### config.mk
export PLATFORM = sky130hd
export DESIGN_NAME = core_hcu_fwd
export DESIGN_NICKNAME = d
export VERILOG_FILES = /design/src/rtl/core_hcu_fwd.sv
export SDC_FILE = /design/constraint.sdc
export NUM_CORES = 1
export LEC_CHECK = 0
export CAP_MARGIN = 0
export CORE_MARGIN = 5
export CORE_UTILIZATION = 27
export CTS_BUF_LIST = sky130_fd_sc_hd__clkbuf_8
export CTS_CLUSTER_DIAMETER = 120
export DETAILED_ROUTE_END_ITERATION = 10
export PLACE_DENSITY = 0.81
export SYNTH_ARGS = -nofsm -noshare
export SYNTH_HDL_FRONTEND = slang
export SYNTH_SLANG_ARGS = --single-unit
### constraint.sdc
create_clock -name i_clk -period 1.5 [get_ports i_clk]
set_input_delay 0.225 -clock i_clk [delete_from_list [all_inputs] [get_ports i_clk]]
set_output_delay 0.225 -clock i_clk [all_outputs]
set_load 0.005 [all_outputs]
### src/rtl/core_hcu_fwd.sv
// Hazard control unit with per-read-port operand forwarding for the 5-stage RV32I pipe.
// Optional saturating perf counters are built only when HCU_PERF_CNT_EN is defined.
module core_hcu_fwd #(
  parameter int REG_AW     = 5,
  parameter int NUM_RPORTS = 2,
  parameter int CNT_W      = 32
) (
  input  logic                         i_clk,
  input  logic                         i_rst,
  input  logic [NUM_RPORTS*REG_AW-1:0] i_reg_araddr,
  input  logic [NUM_RPORTS-1:0]        i_reg_arvalid,
  input  logic [REG_AW-1:0]            i_idex_reg_awaddr,
  input  logic                         i_idex_reg_awvalid,
  input  logic [REG_AW-1:0]            i_exmem_reg_awaddr,
  input  logic                         i_exmem_reg_awvalid,
  input  logic                         i_exmem_memread,
  input  logic [REG_AW-1:0]            i_memwb_reg_awaddr,
  input  logic                         i_memwb_reg_awvalid,
  input  logic                         i_c_take_branch,
  input  logic                         i_isjal,
  input  logic                         i_isjalr,
  input  logic                         i_hcu_mem_busy,
  input  logic                         i_hcu_imem_done,
  output logic                         o_hcu_pc_write,
  output logic                         o_hcu_ifid_enable,
  output logic                         o_hcu_ifid_flush,
  output logic                         o_hcu_idex_enable,
  output logic                         o_hcu_idex_flush,
  output logic                         o_hcu_exmem_enable,
  output logic                         o_hcu_exmem_flush,
  output logic                         o_hcu_memwb_enable,
  output logic [2*NUM_RPORTS-1:0]      o_hcu_fwd_sel,
  output logic [CNT_W-1:0]             o_hcu_perf_stall,
  output logic [CNT_W-1:0]             o_hcu_perf_flush,
  output logic [CNT_W-1:0]             o_hcu_perf_memwait
);

  typedef enum logic {S_RUN, S_DROP} state_t;

  state_t r_state, w_state_nxt;
  logic   r_pend, w_pend_nxt;

  logic [NUM_RPORTS-1:0]   w_m_idex, w_m_exmem, w_m_memwb;
  logic [2*NUM_RPORTS-1:0] w_fwd;

  // x0 and non-reading ports never match any producer
  for (genvar p = 0; p < NUM_RPORTS; p++) begin : g_port
    logic [REG_AW-1:0] w_a;
    logic              w_rd;
    assign w_a  = i_reg_araddr[p*REG_AW +: REG_AW];
    assign w_rd = i_reg_arvalid[p] && (w_a != '0);
    assign w_m_idex[p]  = w_rd && i_idex_reg_awvalid  && (w_a == i_idex_reg_awaddr);
    assign w_m_exmem[p] = w_rd && i_exmem_reg_awvalid && (w_a == i_exmem_reg_awaddr);
    assign w_m_memwb[p] = w_rd && i_memwb_reg_awvalid && (w_a == i_memwb_reg_awaddr);
    assign w_fwd[2*p +: 2] = (w_m_exmem[p] && !i_exmem_memread) ? 2'b01 :
                             w_m_memwb[p]                       ? 2'b10 : 2'b00;
  end

  logic w_raw_redir, w_ctrl, w_data;
  assign w_raw_redir = i_c_take_branch | i_isjal | i_isjalr;
  assign w_ctrl      = w_raw_redir | r_pend;
  assign w_data      = |(w_m_idex | (w_m_exmem & {NUM_RPORTS{i_exmem_memread}}));

  assign o_hcu_fwd_sel = i_rst ? '0 : w_fwd;

  always_comb begin
    o_hcu_pc_write     = 1'b1;
    o_hcu_ifid_enable  = 1'b1;
    o_hcu_ifid_flush   = 1'b0;
    o_hcu_idex_enable  = 1'b1;
    o_hcu_idex_flush   = 1'b0;
    o_hcu_exmem_enable = 1'b1;
    o_hcu_exmem_flush  = 1'b0;
    o_hcu_memwb_enable = 1'b1;
    w_state_nxt        = r_state;
    w_pend_nxt         = r_pend;
    if (i_rst) begin
      o_hcu_pc_write     = 1'b0;
      o_hcu_ifid_enable  = 1'b0;
      o_hcu_idex_enable  = 1'b0;
      o_hcu_exmem_enable = 1'b0;
      o_hcu_memwb_enable = 1'b0;
      o_hcu_ifid_flush   = 1'b1;
      o_hcu_idex_flush   = 1'b1;
      o_hcu_exmem_flush  = 1'b1;
      w_state_nxt        = S_RUN;
      w_pend_nxt         = 1'b0;
    end else if (i_hcu_mem_busy) begin
      // freeze: a redirect seen now is replayed on the first non-busy cycle
      o_hcu_pc_write     = 1'b0;
      o_hcu_ifid_enable  = 1'b0;
      o_hcu_idex_enable  = 1'b0;
      o_hcu_exmem_enable = 1'b0;
      o_hcu_memwb_enable = 1'b0;
      if (w_raw_redir) w_pend_nxt = 1'b1;
    end else if (w_ctrl) begin
      o_hcu_ifid_flush = 1'b1;
      o_hcu_idex_flush = 1'b1;
      w_pend_nxt       = 1'b0;
      w_state_nxt      = i_hcu_imem_done ? S_RUN : S_DROP;
    end else if (r_state == S_DROP) begin
      // the fetch in flight at the redirect is stale; squash it when it lands
      o_hcu_pc_write   = 1'b0;
      o_hcu_ifid_flush = 1'b1;
      if (i_hcu_imem_done) w_state_nxt = S_RUN;
    end else if (w_data) begin
      o_hcu_pc_write    = 1'b0;
      o_hcu_ifid_enable = 1'b0;
      o_hcu_idex_flush  = 1'b1;
    end else if (!i_hcu_imem_done) begin
      o_hcu_pc_write   = 1'b0;
      o_hcu_ifid_flush = 1'b1;
    end
  end

  always_ff @(posedge i_clk) begin
    if (i_rst) begin
      r_state <= S_RUN;
      r_pend  <= 1'b0;
    end else begin
      r_state <= w_state_nxt;
      r_pend  <= w_pend_nxt;
    end
  end

`ifdef HCU_PERF_CNT_EN
  logic [CNT_W-1:0] r_cnt_stall, r_cnt_flush, r_cnt_memwait;
  logic w_ev_stall, w_ev_flush, w_ev_memwait;
  assign w_ev_memwait = i_hcu_mem_busy;
  assign w_ev_flush   = !i_hcu_mem_busy && w_ctrl;
  assign w_ev_stall   = !i_hcu_mem_busy && !w_ctrl && (r_state == S_RUN) && w_data;

  always_ff @(posedge i_clk) begin
    if (i_rst) begin
      r_cnt_stall   <= '0;
      r_cnt_flush   <= '0;
      r_cnt_memwait <= '0;
    end else begin
      if (w_ev_stall   && r_cnt_stall   != '1) r_cnt_stall   <= r_cnt_stall   + CNT_W'(1);
      if (w_ev_flush   && r_cnt_flush   != '1) r_cnt_flush   <= r_cnt_flush   + CNT_W'(1);
      if (w_ev_memwait && r_cnt_memwait != '1) r_cnt_memwait <= r_cnt_memwait + CNT_W'(1);
    end
  end

  assign o_hcu_perf_stall   = r_cnt_stall;
  assign o_hcu_perf_flush   = r_cnt_flush;
  assign o_hcu_perf_memwait = r_cnt_memwait;
`else
  assign o_hcu_perf_stall   = '0;
  assign o_hcu_perf_flush   = '0;
  assign o_hcu_perf_memwait = '0;
`endif

endmodule

==> out/qor.yml <==
run_status:
  status: "finished with violations"
  violations: "setup timing"
worst_setup_path:
  worst-path-max-fanout: 3
  crit_arrival_ns: 1.89
  cp-end-kind: "output port"
  rrSetupSlack_ns: 0.29
  cp.required_ns: 1.27
  cp-start-kind: "input port"
  path_class: "input port to output port"
detailed_routing:
  drc: 0
  via_per_inst: 3.599
  wl_per_cell_um: 11.56
  firstDrtPassIters: 4
  wirelength_um: 3839
  drt.antenna.violating_nets: 0
  drtIter0Drc: 23
  num_vias: 1195
global_route:
  track_usage: 0.1010
  antenna_found_initial: 0
  grt_pass1_vias: 1167
  grt-ovfl-total: 0
  grt_max_degree: 10
  grt_pass1_wl_um: 5181
clock_network:
  cts_inserted_buffers: 3
  worstSkewPairLatency_ns: 0.21
  clk_path_buf_depth: 2
  clockRootBuffer: "clkbuf_8"
  htreeDepth: 1
  cts_sinks: 2
  cts_tree: "built"
  clk_pin_slew_ns: 0.03
synth:
  avgSynthCellArea_um2: 7.648
  yosys_warnings: 0
  synth-seq-cells: 2
  netlist_area_um2: 1361
  ys_types: 26
  yosysSeqAreaShare: 0.02941
  synthCells: 178
timing:
  hold_viol_final: 0
  period_share: 1.412
  fin_worst_skew_ns: 0.004041
  setup_tns_ns: -3.738
  finalSetupViolations: 8
  maxSlewViolCount: 0
  setup_ws_ns: -0.6185
  rsz0062_at_grt: "yes"
  fmax_mhz: 472.0
  layout_min_cycle_time_ns: 2.118
cells_and_area:
  finalNonFillerCells: 332
  design_area_um2: 1987
  n_fill_cell: 511
  layout.nets: 305
  area_delta_synth_final_pct: 45.96
  drive_gt1_frac: 0.3472
  n_antenna_cell: 0
die:
  core_um2: 4817
  die_h_um: 81.01
  fp.dieW_um: 81.01
  boundaryPins: 146
  start_util: 0.2826
  die-area_um2: 6562
  rows: 25
placed_design:
  dp_slack_ns: -1.267
  dp_hpwl_um: 3312
  placed_area_um2: 1719
  dp_cells: 312
  numPortBuffers: 49
  place.gp.congestion: 0.8560
pwr:
  leakage_nw: 1.005
  power_density_nw_per_um2: 346.3
  irDropWorstVdd_mv: 0.2183
  p_total_w: 0.0006880
min_path:
  hold_path_class: "input port to flip-flop"
job:
  cap_viol_max_count: 0
registers in the layout, summed over array words and instances, names as in the netlist:
name     cells
r_pend       1
r_state      1
worst max-delay path: stages:
cell	delay [ns]
buf_6	0.10
or4_4	0.54
o21ai_4	0.16
nand4b_1	0.17
a21boi_2	0.10
buf_4	0.14
buf_4	0.13
o31ai_2	0.18
buf_2	0.15
final timing paths:
path                                       from             end  depth (start not counted)
worst max-delay path            i_reg_araddr[7]  o_hcu_pc_write                          9
worst min-delay path                   i_isjalr          r_pend                          3
worst max register to register           r_pend         r_state                          3
worst min register to register           r_pend          r_pend                          2
where the power goes:
part	switching, W	total (W)	internal, W	leakage (nW)
clock	0.0000397	0.000209	0.000169	0.0216
sequential	0.00000225	0.0000595	0.0000572	0.0166
combinational	0.000211	0.000419	0.000208	0.966
layout by cell type (no fill, tap or decap), types with 3 or more instances in the layout:
cell type,n
buf_2,15
buf_4,32
buf_6,12
clkbuf_8,3
clkdlybuf4s50_1,19
conb_1,96
dlygate4sd2_1,4
dlymetal6s2s_1,3
nand3_1,3
nand4b_1,4
nor2_1,3
nor3_2,3
nor4_2,5
or4_4,3
xnor2_1,6
xor2_1,20
xor2_2,4
synth_stat cells:
cell      number  share of area
o31ai_1        1         0.0055
a21oi_1        1         0.0037
o221a_1        1         0.0083
dfxtp_1        2          0.029
nand2_1        2         0.0055
nand3_1        4          0.015
or4_4          1         0.0083
inv_1          1         0.0028
nand4b_1       4          0.026
a211oi_1       1         0.0055
xor2_1        24           0.15
conb_1         1         0.0028
or4_1          2          0.011
nand3b_1       2          0.011
buf_4         99           0.55
o21ai_2        2          0.013
nor2_1         7          0.019
nor3_1         5          0.018
o32ai_1        1         0.0064
buf_6          1         0.0083
xnor2_1        6          0.039
nor2b_1        1         0.0046
nor4_1         6          0.028
nor4_2         1         0.0092
o41ai_2        1          0.012
a21boi_2       1         0.0083
cell type report:
class                   count  area (µm²)  share of cell area
well taps                  67       83.83             0.04219
clock buffers               3       41.29             0.02078
repair buffers             89       749.5              0.3772
multi-input cells         170        1069              0.5378
flip-flops and latches      2       40.04             0.02015
inverters                   1       3.754            0.001889
routing by layer:
layer / GRT usage / part of all wire / vias up / routed length [µm]
li1: - / - / 564 / -
met1: 0.1010 / 0.33 / 540 / 1272
met2: 0.2003 / 0.54 / 87 / 2054
met3: 0.03215 / 0.12 / 4 / 473
met4: 0.02196 / 0.0099 / 0 / 38
met5: 0 / 0 / - / 0
cell families after synthesis:
group	synth area share
buffers and inverters	0.5570
and+or+nand+nor	0.1553
xor gates and xnor gates	0.1930
AOI/OAI and AO/OA	0.06251
DFF	0.02941
other	0.002755
metrics by stage:
| step | hold slack (ns) | util |
|---|---|---|
| after floorplan | 0.3227 | - |
| after global placement | 0.5311 | 0.3569 |
| after detailed placement | 0.5546 | 0.3569 |
| after CTS | 0.5596 | 0.3870 |
| after global routing | 0.3904 | 0.4125 |
| final | 0.3748 | 0.4125 |
timing repair:
item,4_1_cts,5_1_grt
resized for setup,106,26
pin swaps,18,19
buffers inserted,11,8
setup endpoints to repair,12,11
hold buffers,0,0
No activity file was read; power rests on OpenSTA's default activity.
